$ cat config.mk
export PLATFORM = sky130hd
export DESIGN_NAME = muldiv_unit
export DESIGN_NICKNAME = d
export VERILOG_FILES = /design/src/rtl/muldiv_unit.sv
export SDC_FILE = /design/constraint.sdc
export NUM_CORES = 1
export LEC_CHECK = 0
export ABC_AREA = 1
export CAP_MARGIN = 20
export CORE_ASPECT_RATIO = 0.6
export CORE_UTILIZATION = 50
export DETAILED_ROUTE_END_ITERATION = 10
export HOLD_SLACK_MARGIN = 0.1
export PLACE_DENSITY_LB_ADDON = 0.25
export SYNTH_ARGS = -nofsm -noshare
export SYNTH_HDL_FRONTEND = slang
export SYNTH_SLANG_ARGS = --single-unit
$ cat constraint.sdc
create_clock -name clk -period 4.57 [get_ports clk]
set_input_delay 0.914 -clock clk [delete_from_list [all_inputs] [get_ports clk]]
set_output_delay 0.914 -clock clk [all_outputs]
set_load 0.03 [all_outputs]
$ cat src/rtl/muldiv_unit.sv
// Iterative MULT/MULTU/DIV/DIVU unit beside the ALU. Shift-add multiply and restoring
// divide run on operand magnitudes, one bit per cycle, then sign-correct into HI/LO.
module muldiv_unit #(
  parameter int WIDTH = 32
) (
  input  logic             clk,
  input  logic             rst_n,
  input  logic             start,
  input  logic [1:0]       op,
  input  logic [WIDTH-1:0] a,
  input  logic [WIDTH-1:0] b,
  output logic             busy,
  output logic             done,
  output logic [WIDTH-1:0] hi,
  output logic [WIDTH-1:0] lo,
  output logic             div_by_zero
);
  localparam int CW = $clog2(WIDTH);

  typedef enum logic [1:0] {S_IDLE = 2'd0, S_RUN = 2'd1, S_DONE = 2'd2} state_t;

  // Per-operation context latched at accept; only the running op reads it.
  typedef struct packed {
    logic             is_div;
    logic             neg_lo;   // product / quotient negated
    logic             neg_hi;   // remainder negated (dividend sign)
    logic             dbz;
    logic [WIDTH-1:0] a_raw;
    logic [WIDTH-1:0] opnd;     // multiplicand or divisor magnitude
  } ctx_t;

  state_t             state, state_n;
  logic [CW-1:0]      cnt;
  ctx_t               ctx, ctx_d;
  logic [2*WIDTH:0]   acc, acc_n;
  logic               accept, last;

  logic               sa, sb;
  logic [WIDTH-1:0]   amag, bmag;
  logic [WIDTH:0]     mul_sum, rem_sh;
  logic [WIDTH+1:0]   diff;
  logic [2*WIDTH-1:0] prod;
  logic [WIDTH-1:0]   q_mag, r_mag, res_hi, res_lo;

  assign accept = start && (state == S_IDLE || state == S_DONE);
  assign last   = (state == S_RUN) && (cnt == CW'(WIDTH - 1));

  // Operand capture: magnitudes for signed ops; 0x80.. stays 0x80.. as unsigned.
  always_comb begin
    sa            = op[0] & a[WIDTH-1];
    sb            = op[0] & b[WIDTH-1];
    amag          = sa ? -a : a;
    bmag          = sb ? -b : b;
    ctx_d.is_div  = op[1];
    ctx_d.neg_lo  = sa ^ sb;
    ctx_d.neg_hi  = sa;
    ctx_d.dbz     = op[1] && (b == '0);
    ctx_d.a_raw   = a;
    ctx_d.opnd    = op[1] ? bmag : amag;
  end

  // One iteration. acc = {upper(W+1), lower(W)}: product/multiplier for multiply,
  // remainder/quotient for divide.
  always_comb begin
    mul_sum = acc[2*WIDTH:WIDTH] + {1'b0, ctx.opnd};
    rem_sh  = acc[2*WIDTH-1:WIDTH-1];
    diff    = {1'b0, rem_sh} - {2'b0, ctx.opnd};
    if (ctx.is_div)
      acc_n = diff[WIDTH+1] ? {rem_sh, acc[WIDTH-2:0], 1'b0}
                            : {diff[WIDTH:0], acc[WIDTH-2:0], 1'b1};
    else if (acc[0])
      acc_n = {mul_sum, acc[WIDTH-1:0]} >> 1;
    else
      acc_n = acc >> 1;
  end

  // Sign correction on the value produced by the final iteration.
  always_comb begin
    prod  = ctx.neg_lo ? -acc_n[2*WIDTH-1:0] : acc_n[2*WIDTH-1:0];
    q_mag = acc_n[WIDTH-1:0];
    r_mag = acc_n[2*WIDTH-1:WIDTH];
    if (!ctx.is_div) begin
      res_hi = prod[2*WIDTH-1:WIDTH];
      res_lo = prod[WIDTH-1:0];
    end else if (ctx.dbz) begin
      res_hi = ctx.a_raw;
      res_lo = '1;
    end else begin
      res_hi = ctx.neg_hi ? -r_mag : r_mag;
      res_lo = ctx.neg_lo ? -q_mag : q_mag;
    end
  end

  always_ff @(posedge clk or negedge rst_n) begin
    if (!rst_n) begin
      cnt         <= '0;
      acc         <= '0;
      ctx         <= '0;
      hi          <= '0;
      lo          <= '0;
      div_by_zero <= 1'b0;
    end else if (accept) begin
      cnt <= '0;
      ctx <= ctx_d;
      acc <= {{(WIDTH+1){1'b0}}, (op[1] ? amag : bmag)};
    end else if (state == S_RUN) begin
      acc <= acc_n;
      cnt <= cnt + CW'(1);
      if (last) begin
        hi          <= res_hi;
        lo          <= res_lo;
        div_by_zero <= ctx.dbz;
      end
    end
  end

  always_ff @(posedge clk or negedge rst_n) begin
    if (!rst_n) state <= S_IDLE;
    else        state <= state_n;
  end

  always_comb begin
    state_n = state;
    case (state)
      S_IDLE:  if (start) state_n = S_RUN;
      S_RUN:   if (last)  state_n = S_DONE;
      S_DONE:  state_n = start ? S_RUN : S_IDLE;
      default: state_n = S_IDLE;
    endcase
  end

  always_comb begin
    busy = (state == S_RUN);
    done = (state == S_DONE);
  end
endmodule

==> summary.md <==
| Metric | Value |
|---|---|
| Hpwl dp | 73.4 mm |
| DP Cell Count | 3,742 |
| IO buf count | 135 |
| Clock skew | 0.0187 ns |
| Net Count, Synth | 3,275 |
| Worst setup EP type | flip-flop |
| FP Rows | 55 |
| Iteration-0 DRC Markers | 3,790 |
| DRC | 0 |
| Die height | 154 um |
| CP peak stage delay | 0.45 ns |
| Slew Viols, Final | 0 |
| Ys async rst share | 100% |
| Fin nets | 3,397 |
| Starting Density | 51.0% |
| Via density | 6.02 |
| First-pass GRT wire length | 134 mm |
| Initial antenna violation count | 4 |
| Layout cells sized above 1 | 7.52% |
| Max-Cap Viols | 0 |
| Remaining Overflow, GRT | 0 |
| Synth Register Bits | 205 |
| Crit path kind | reg -> reg |
| Non-Filler Instances | 3,787 |
| Final hold vios | 0 |
| HP Class | in -> async |
| Largest net degree at the start of global routing | 111 |
| Drt pass-1 iters | 7 |
| Setup TNS | 0 ns |
| Number of global-route vias before repair | 20,740 |
| Routed WL per cell | 24.4 um |
| Worst-Margin Slew | 1.02 ns |
| CP max-delay cell | dfrtp_2 |
| CP Launch Type | flip-flop |
| Min Tclk post-route | 4.37 ns |
| Full die area | 39,500 um^2 |
| Crit path DAT | 4.80 ns |
| Yosys warnings | 0 |
| Status | finished, final reports clean |
| WP data required | 5.00 ns |
| Most used cell, CP | nand2_1 |
| Storage cell area | 5140 um^2 |
| EDFF count, synth | 0 |
| Slew headroom | 32.1% |
| Max Clk Rate | 229 MHz |
| Fin crit share | 95.6% |
| Netlist cell types | 67 |
| Critical path peak fanout | 7 |
| Ys flop type | dfrtp_1 |
| Final Util | 58.4% |
| Clk root buf | clkbuf_16 |
| Mapped Avg Cell Area | 6.17 um^2 |
| Syn-to-layout area delta | 14.6% |
| Clock transition at path regs | 0.06 ns |
| CTS sink count | 205 |
| Sequential fraction of the synthesis area | 26.5% |
| Vias | 22,810 |
| Netlist Area Pre-Place | 19,300 um^2 |
| Post-CTS Hold Fix Bufs | 0 |
| H-tree levels | 1 |
| Fillers | 3,682 |
| Total track usage | 45.7% |
| CORE AREA | 37,900 um^2 |
| Clock latency on the worst-skew pair | 0.56 ns |
| Post-DRT Antenna Nets | 0 |
| RSZ-0062 raised after global routing | no |
| WHS | 0.446 ns |
| Chip width | 256 um |
| I/O pin count | 136 |
| Post-Route WL | 92.2 mm |
| GPL Wtd Cong | 1.11 |
| Final setup vio count | 0 |
| Multi-input gate area | 11,800 um^2 |
| CTS tree | yes |
| Syn Inst Count | 3,134 |
| CTS Buf Count | 23 |
| Clk buf depth | 3 |
==> synthesized netlist by cell type (9+ instances only) <==
cell type	n	area [um^2]
nand3_1	239	1200
nor2_2	27	169
o21ai_0	138	691
o22ai_1	68	425
buf_2	18	90.1
nand2_1	1006	3780
o21ai_1	16	80.1
o21ai_2	17	149
a22oi_1	13	97.6
a2bb2oi_1	15	131
clkbuf_1	68	255
nand2_2	39	244
buf_1	10	37.5
o221ai_1	24	210
ha_1	70	876
nor3_1	33	165
inv_1	486	1820
nand4_1	17	106
xor2_1	74	648
inv_2	11	41.3
xnor2_1	31	272
nor2_1	264	991
dfrtp_1	205	5130
a21oi_1	117	586
o211ai_1	9	67.6
==> logic make-up after synthesis <==
| group | synth area share, % |
|---|---|
| XOR/XNOR | 4.76 |
| AO/OA/AOI/OAI | 14.9 |
| flip-flops | 26.5 |
| buffers and inverters | 12.4 |
| AND/OR/NAND/NOR | 36.7 |
| adder cells (fa/ha/maj) | 4.74 |
==> worst max-delay path, delay by kind of cell (launching register included) <==
| kind | cells | cell delay [ns] |
|---|---|---|
| adder cells (fa/ha/maj) | 2 | 0.52 |
| AND/OR/NAND/NOR | 24 | 2.57 |
| flip-flops | 1 | 0.45 |
| AO/OA/AOI/OAI | 1 | 0.27 |
| buffers and inverters | 4 | 0.43 |
==> registers in the layout, indices dropped and copies added (netlist names) <==
name	flops
ctx	68
acc	65
hi	32
lo	32
cnt	5
state	2
div_by_zero	1
==> routing by layer <==
metal / share of wire [%] / global-route usage [%] / up-vias
li1: - / - / 10254
met1: 42 / 66.9 / 10518
met2: 36 / 56.9 / 1845
met3: 19 / 22.0 / 193
met4: 3.7 / 14.4 / 0
met5: 0 / 0 / -
==> layout make-up <==
cell class / count / area share [%]
antenna: 3 / 0.0339
multi-input combinational: 2317 / 53.4
clock buffer: 31 / 2.91
inverter: 504 / 8.54
timing repair buffer: 205 / 8.60
clock inverter: 9 / 0.395
tap: 513 / 2.90
sequential: 205 / 23.2
==> stage by stage <==
stage | cell area, um^2 | worst slack, ns
finish | 22200 | 0.201
global route | 22200 | 0.0321
CTS | 22100 | 0.158
floorplan | 19300 | 1.13
detailed placement | 21400 | 0.183
global placement | 21400 | 0.248
==> layout by cell type, fill, tap and decap left out, drive strengths merged, types with 4 or more instances in the layout <==
| master | instances |
|---|---|
| nor4 | 5 |
| o31ai | 5 |
| nand3 | 243 |
| o21ai | 172 |
| clkinv | 15 |
| nand4 | 20 |
| o32a | 4 |
| dfrtp | 205 |
| nor2 | 298 |
| a221o | 5 |
| nand3b | 9 |
| ha | 70 |
| buf | 71 |
| o22a | 4 |
| o221ai | 24 |
| nor3 | 34 |
| a31oi | 4 |
| or2 | 7 |
| a21oi | 118 |
| clkbuf | 31 |
| xor2 | 74 |
| inv | 497 |
| a2bb2oi | 15 |
| clkdlybuf4s50 | 134 |
| o2111ai | 4 |
| a22oi | 13 |
| o21bai | 7 |
| o211ai | 9 |
| nand2 | 1048 |
| xnor2 | 31 |
| a221oi | 5 |
| o22ai | 68 |
==> path summary, 6_finish.rpt <==
kind                            startpoint     end  slack [ns]  depth (start not counted)
worst max-delay path               ctx[10]  hi[18]        0.20                         31
worst min-delay path                 rst_n  hi[10]        0.45                          1
worst max register to register     ctx[10]  hi[18]        0.20                         31
worst min register to register       hi[5]   hi[5]        0.48                          2
max in group asynchronous            rst_n  lo[10]        3.08                          2
min in group clk                     hi[5]   hi[5]        0.48                          2
==> timing repair <==
item,4_1_cts,5_1_grt
setup endpoints to repair,0,12
setup buffers,0,2
resized for setup,0,13
Power is left out: the tool's default activity adds up to more than one toggle a clock period on the data nets, which glitch-free logic cannot reach.
